### config.mk
export PLATFORM = sky130hd
export DESIGN_NAME = mesm6_timer
export DESIGN_NICKNAME = d
export VERILOG_FILES = /design/src/rtl/mesm6_timer.sv
export SDC_FILE = /design/constraint.sdc
export NUM_CORES = 1
export LEC_CHECK = 0
export CAP_MARGIN = 0
export CORE_MARGIN = 5
export CORE_UTILIZATION = 40
export CTS_CLUSTER_SIZE = 30
export DETAILED_ROUTE_END_ITERATION = 16
export PLACE_DENSITY_LB_ADDON = 0.05
export SETUP_SLACK_MARGIN = 0.4
export SLEW_MARGIN = 15
export SYNTH_ARGS = -nofsm -noshare
export SYNTH_HDL_FRONTEND = slang
export SYNTH_SLANG_ARGS = --single-unit
### constraint.sdc
create_clock -name clk -period 5.2 [get_ports clk]
set_clock_uncertainty 0.2 [all_clocks]
set_input_delay 1.56 -clock clk [delete_from_list [all_inputs] [get_ports clk]]
set_output_delay 1.56 -clock clk [all_outputs]
set_load 0.02 [all_outputs]
### src/rtl/mesm6_timer.sv
// rtl/mesm6_timer.sv - interval timer responder on the mesm6 data bus
//
// Purpose: down-counts prescaled ticks, sets a sticky expiry flag, optionally
// reloads, and raises a level interrupt. Registers are reached through the
// rd/wr/addr/done bus handshake; one held request produces exactly one access.
//
// Ports:
//   clk      in   1   clock, rising edge
//   reset    in   1   synchronous, active-high reset
//   o_int    out  1   level interrupt = STATUS.expired & CTRL.irq_en
//   i_addr   in   15  word address, only [1:0] decoded
//   i_read   in   1   read request, held until o_done
//   i_write  in   1   write request, held until o_done
//   i_wdata  in   48  write data
//   o_rdata  out  48  read data, valid in the o_done cycle, else 0
//   o_done   out  1   one-cycle completion pulse
//
// Register map (i_addr[1:0]):
//   0 CTRL   bit0 enable, bit1 auto_reload, bit2 irq_en
//   1 RELOAD reload value
//   2 COUNT  current count (write loads directly)
//   3 STATUS bit0 expired, write 1 to clear

module mesm6_timer #(
    parameter int PRESCALE = 10,
    parameter int CNT_W    = 32
) (
    input  logic        clk,
    input  logic        reset,
    output logic        o_int,
    input  logic [14:0] i_addr,
    input  logic        i_read,
    input  logic        i_write,
    input  logic [47:0] i_wdata,
    output logic [47:0] o_rdata,
    output logic        o_done
);

    localparam int              PS_W   = (PRESCALE > 1) ? $clog2(PRESCALE) : 1;
    localparam logic [PS_W-1:0] PS_MAX = PS_W'(PRESCALE - 1);

    typedef enum logic [1:0] {
        S_IDLE,
        S_ACK,
        S_WAIT
    } state_t;

    state_t           state_q;
    logic             done_q;
    logic [47:0]      rdata_q;

    logic [2:0]       ctrl_q,    ctrl_d;
    logic [CNT_W-1:0] reload_q,  reload_d;
    logic [CNT_W-1:0] count_q,   count_d;
    logic             expired_q, expired_d;
    logic [PS_W-1:0]  presc_q,   presc_d;

    logic             wr_en;
    logic             wr_ctrl;
    logic             wr_reload;
    logic             wr_count;
    logic             wr_status;
    logic             tick;
    logic [47:0]      rd_mux;

    // Upper address bits and unused data bits are intentionally ignored.
    logic             unused_bits;
    assign unused_bits = ^{i_addr[14:2], i_wdata};

    // A write (including a simultaneous read+write) commits only on the edge
    // where IDLE first sees the request.
    assign wr_en     = (state_q == S_IDLE) && i_write;
    assign wr_ctrl   = wr_en && (i_addr[1:0] == 2'd0);
    assign wr_reload = wr_en && (i_addr[1:0] == 2'd1);
    assign wr_count  = wr_en && (i_addr[1:0] == 2'd2);
    assign wr_status = wr_en && (i_addr[1:0] == 2'd3);

    assign tick  = ctrl_q[0] && (presc_q == PS_MAX);
    assign o_int = expired_q & ctrl_q[2];

    always_comb begin
        rd_mux = '0;
        case (i_addr[1:0])
            2'd0:    rd_mux = {45'd0, ctrl_q};
            2'd1:    rd_mux = 48'(reload_q);
            2'd2:    rd_mux = 48'(count_q);
            default: rd_mux = {47'd0, expired_q};
        endcase
    end

    // Ordering inside this block encodes the collision priorities:
    // STATUS clear is applied before expiry so expiry wins; CTRL/COUNT
    // writes are applied after the tick so the bus write wins.
    always_comb begin
        ctrl_d    = ctrl_q;
        reload_d  = reload_q;
        count_d   = count_q;
        expired_d = expired_q;
        presc_d   = presc_q;

        if (!ctrl_q[0] || tick) begin
            presc_d = '0;
        end else begin
            presc_d = presc_q + PS_W'(1);
        end

        if (wr_status && i_wdata[0]) begin
            expired_d = 1'b0;
        end

        if (tick) begin
            if (count_q != '0) begin
                count_d = count_q - CNT_W'(1);
            end else begin
                expired_d = 1'b1;
                if (ctrl_q[1]) begin
                    count_d = reload_q;
                end else begin
                    ctrl_d[0] = 1'b0;
                end
            end
        end

        if (wr_ctrl) begin
            ctrl_d  = i_wdata[2:0];
            presc_d = '0;
        end
        if (wr_reload) begin
            reload_d = i_wdata[CNT_W-1:0];
        end
        if (wr_count) begin
            count_d = i_wdata[CNT_W-1:0];
        end
    end

    always_ff @(posedge clk) begin
        if (reset) begin
            ctrl_q    <= '0;
            reload_q  <= '0;
            count_q   <= '0;
            expired_q <= 1'b0;
            presc_q   <= '0;
        end else begin
            ctrl_q    <= ctrl_d;
            reload_q  <= reload_d;
            count_q   <= count_d;
            expired_q <= expired_d;
            presc_q   <= presc_d;
        end
    end

    // Bus handshake: IDLE -> ACK (done pulse) -> WAIT until request drops.
    always_ff @(posedge clk) begin
        if (reset) begin
            state_q <= S_IDLE;
            done_q  <= 1'b0;
            rdata_q <= '0;
        end else begin
            case (state_q)
                S_IDLE: begin
                    done_q  <= 1'b0;
                    rdata_q <= '0;
                    if (i_read || i_write) begin
                        state_q <= S_ACK;
                        done_q  <= 1'b1;
                        rdata_q <= i_write ? 48'd0 : rd_mux;
                    end
                end
                S_ACK: begin
                    done_q  <= 1'b0;
                    rdata_q <= '0;
                    state_q <= S_WAIT;
                end
                S_WAIT: begin
                    done_q  <= 1'b0;
                    rdata_q <= '0;
                    if (!i_read && !i_write) begin
                        state_q <= S_IDLE;
                    end
                end
                default: begin
                    done_q  <= 1'b0;
                    rdata_q <= '0;
                    state_q <= S_IDLE;
                end
            endcase
        end
    end

    assign o_done  = done_q;
    assign o_rdata = rdata_q;

endmodule

-- Yosys cells after proc, flatten, opt, wreduce, memory -nomap -nowiden
Cells that the tools add are included.
Widths: inputs -> output; s select.
- eq/ne operators: 10
- reductions and logical operators: 25
- add/sub/neg operators: 2
- bitwise operators: 3
- multiplexer cells: 16
- operator list (operator ; number):
    $mux 32 ; 4
    $pmux 32 s3 ; 1
    $reduce_bool 32->1 ; 1
    $sub 32x1->32 const B ; 1
    $logic_and 1x1->1 ; 8
    $mux 1 ; 8
    $eq 2x2->1 const B ; 3
    $pmux 2 s3 ; 1
    $add 4x1->4 const B ; 1
    $eq 2x1->1 const B ; 2
    $eq 4x4->1 const B ; 1
    $logic_not 2->1 ; 2
    $mux 2 ; 2
    $ne 2x1->1 const B ; 2
    $ne 2x2->1 const B ; 2
    $reduce_and 2->1 ; 2
    $reduce_bool 2->1 ; 2
    $reduce_or 4->1 ; 1
    $logic_not 1->1 ; 3
    $reduce_and 3->1 ; 1
    $reduce_bool 3->1 ; 1
    $reduce_or 3->1 ; 1
    $logic_or 1x1->1 ; 2
    $not 1->1 ; 2
    2 further kinds ; 2
- logic and storage cells: 65
- input port bits: 67
- output and inout port bits: 50
- flip-flop bits (word level): 123

-- Logic depth before layout (Yosys ltp)
- depth after elaboration: 7
- depth in mapped cells: 9
- depth with buffers taken out: 8

-- Least setup slack after synthesis
No wires, ideal clock.
- path kind: input to register
- from: in i_addr[1]
- to: reg count_q[18]
- required time: 4.926 ns
- library setup time: 0.074 ns
- arrival: 3.044 ns
- buffers on the path: 1
- path slack: 1.882 ns
- stages on the path: 7
- cells stage by stage: clkbuf_1 nor2b_1 nor2b_1 nor2_1 o21ai_1 or3_1 a31oi_1
- cells in the longest elaborated chain, start to end: 4
- elaborated cells between the ends (all ways): 6
- those cells by class: eq/ne (1); mux (1); reduce/logical (4)
- ends and longest elaborated chain (item ; line ; text):
    from (decl) ; 31 ; input logic [14:0] i_addr,
    $eq 2x2->1 (*) ; 75 ; assign wr_count = wr_en && (i_addr[1:0] == 2'd2);
    $logic_and 1x1->1 (*) ; 75 ;
    $reduce_bool 3->1 (no source line) or $reduce_bool 2->1 (tied branches) ; - ;
    $reduce_and 2->1 (no source line) ; - ;
    to (signal assigned) ; 146 ; count_q <= count_d;
    to (decl) ; 54 ; logic [CNT_W-1:0] count_q, count_d;
Every way passes the cells marked *; elsewhere a longest branch is shown, timed or not.
A chain may end at the register's enable or synchronous reset.

-- Final worst setup path
- from: in i_addr[1]
- to: reg count_q[23]
The elaborated chain is that of the path after synthesis.

==> flow_metrics.py <==
metrics = {
    "synth": {
        "ys_seq_area_share_pct": 40.2,
        "synth_top_area_cell": "dfxtp_1",
        "synth-edff-count": 0,
        "syn_inst": 669,
        "synth_area_mm2": 0.00533,
        "ys_ff_latch": 107,
        "synth-warning-count": 0,
        "ys_async_sr_fraction_pct": 0,
        "synthTopCellsByArea": "dfxtp_1 40%, nand2_1 8.0%, a21oi_1 6.0%",
        "yosys.cell_count.top_type": "nand2_1",
        "ys.flop_type": "dfxtp_1",
        "ys_top_cells_by_count": "114 x nand2_1, 107 x dfxtp_1, 84 x nor2_1, 64 x a21oi_1, 41 x clkbuf_1",
        "avgSynthCellArea_um2": 7.97,
        "synth_top_cell_area_share_pct": 40.2,
        "synth.distinct_cells": 60,
    },
    "critical_path": {
        "worstPathArrival_ns": 4.21,
        "start_kind": "input port",
        "setup.worst_path.class": "in -> reg",
        "r2r_cells": 6,
        "cp_max_fo": 16,
        "required_ns": 5.29,
        "critPathCaptureType": "flop",
    },
    "placed_design": {
        "io_buffers": 71,
        "gp_congestion": 0.855,
        "placed_area_mm2": 0.00610,
        "place_ws_ns": 0.736,
        "dpl.cell_count": 881,
        "hpwl_mm": 11.1,
    },
    "finish": {
        "fillers": 1358,
        "design_area_mm2": 0.00637,
        "area_growth_pct": 19.4,
        "utilization_pct": 48.5,
        "final_nets": 787,
        "antenna_cells": 0,
        "drive_gt1_share_pct": 6.24,
        "instances_no_fill": 897,
    },
    "detailed_routing": {
        "ant_nets": 0,
        "routed_wl_mm": 16.6,
        "viasPerCell": 5.54,
        "drtIter0Drc": 335,
        "drt_first_pass_iters": 5,
        "routedWlPerCell_um": 18.5,
        "num_vias": 4968,
        "route.detailed.drc": 0,
    },
    "worst_hold_path": {
        "worstHoldPathCells": 2,
        "hold_path.class": "reg -> reg",
    },
    "timing": {
        "timing.hold.ws_ns": 0.270,
        "hold_viol_final": 0,
        "tightest_slew_ns": 1.20,
        "slew_viol_final": 0,
        "post-route-period-util_pct": 79.2,
        "slew_headroom_pct": 19.2,
        "rsz0062_at_grt": "no",
        "setup_tns_ns": 0,
        "finalSetupViolations": 0,
        "layout_setup_ws_ns": 1.08,
        "max_freq_ghz": 0.243,
        "period_needed_ns": 4.12,
    },
    "grt": {
        "grt_util_all_layers_pct": 20.8,
        "gr-total-overflow": 0,
        "grt_max_degree": 33,
        "grt_pass1_wl_mm": 26.5,
        "antenna_found_initial": 0,
        "grt_pass1_vias": 4806,
    },
    "clock_tree": {
        "cts_tree": "yes",
        "cts_root_buf": "clkbuf_16",
        "cts_buffers": 9,
        "cts_sinks": 107,
        "htreeDepth": 3,
        "clk_pin_slew_ns": 0.07,
        "cts_hold_buf": 0,
        "postCtsSetupRepairBufs": 0,
        "cts_max_path_buffers": 2,
        "ctsResizeCount": 0,
        "clock_latency_ns": 0.35,
    },
    "power": {
        "p_int_mw": 1.33,
        "peakVddDrop_v": 0.000157,
        "clock_power_share_pct": 32.4,
        "power_per_cell_area_mw_per_mm2": 305,
        "p_sw_mw": 0.607,
        "p_sw_share_pct": 31.3,
        "p_comb_share_pct": 22.8,
        "power.sequential.fraction_pct": 44.8,
        "power.total_mw": 1.94,
        "leakage_nw": 2.27,
    },
    "floorplan": {
        "core_area_mm2": 0.0131,
        "io_pins": 117,
        "die_w_um": 125,
        "fp-row-count": 42,
        "fp.dieH_um": 125,
        "die_area_mm2": 0.0157,
        "initial_core_util_pct": 40.6,
    },
    "flow_run": {
        "cap_violations": 0,
    },
    "status": {
        "status": "complete, no violations",
    },
}
-- layout make-up --
cell class	count	area, um2	share of cell area, %
Clock inverter	4	27.5	0.432
Clock buffer	12	236	3.71
Tap cell	176	220	3.46
Inverter	8	30.0	0.472
Timing Repair Buffer	87	826	13.0
Sequential cell	107	2140	33.6
Multi-Input combinational cell	503	2890	45.3
-- critical path: stages --
cell,delay [ns]
clkdlybuf4s50_1,0.55
nor2b_2,0.22
buf_4,0.20
nor2b_2,0.17
nor2_1,0.52
nand2_1,0.39
nor2_2,0.42
a211o_1,0.18
-- metal layers --
metal  track usage [%]  up-vias  share of wire (%)
met4              5.36        0                1.0
met1              28.7     2409                 48
met3              2.81       11                3.6
li1                  -     2436                  -
met5                 0        -                  0
met2              34.4      112                 48
-- worst paths after layout --
path	from	endpoint	slack [ns]
setup / recovery	i_addr[1]	count_q[23]	1.08
hold / removal	reload_q[12]	reload_q[12]	0.27
setup reg to reg	count_q[12]	count_q[23]	1.63
hold reg to reg	reload_q[12]	reload_q[12]	0.27
-- registers in the layout (all words and copies together), names as in the netlist --
signal	flops
expired_q	1
reload_q	32
state_q	2
o_done	1
presc_q	4
ctrl_q	3
count_q	32
o_rdata	32
-- power by group through the flow --
stage / sequential [mW] / clock (mW) / combinational, mW
final: 0.870 / 0.629 / 0.442
after global routing: 0.874 / 0.678 / 0.483
after CTS: 0.869 / 0.649 / 0.440
after detailed placement: 0.888 / 0 / 0.439
after global placement: 0.887 / 0 / 0.436
after floorplan: 0.880 / 0 / 0.325
-- cell usage in the layout, fill, tap and decap left out, drive strengths merged, types with 8 or more instances in the layout --
cell type | netlist | final
a21oi | 64 | 64
a22oi | 29 | 29
buf | 25 | 17
clkbuf | 41 | 12
clkdlybuf4s50 | 0 | 70
conb | 1 | 16
dfxtp | 107 | 107
inv | 8 | 8
mux2i | 11 | 11
nand2 | 114 | 114
nand3 | 18 | 18
nand3b | 10 | 10
nor2 | 85 | 85
nor3 | 9 | 9
nor4 | 14 | 14
o21ai | 9 | 9
o221ai | 9 | 9
or4 | 10 | 10
xnor2 | 12 | 12
xor2 | 10 | 10
-- logic make-up (layout without fill, tap and decap cells) --
group	Yosys count	in the layout	share of synthesized area (%)
DFF	107	107	40.2
AOI/OAI and AO/OA	156	156	19.3
other	1	16	0.0703
xor gates and xnor gates	22	22	3.61
adders and majority gates	4	4	0.939
and+or+nand+nor	293	293	26.5
muxes	12	12	2.49
buffers and inverters	74	111	6.90
(Power assumes the default switching activity.)
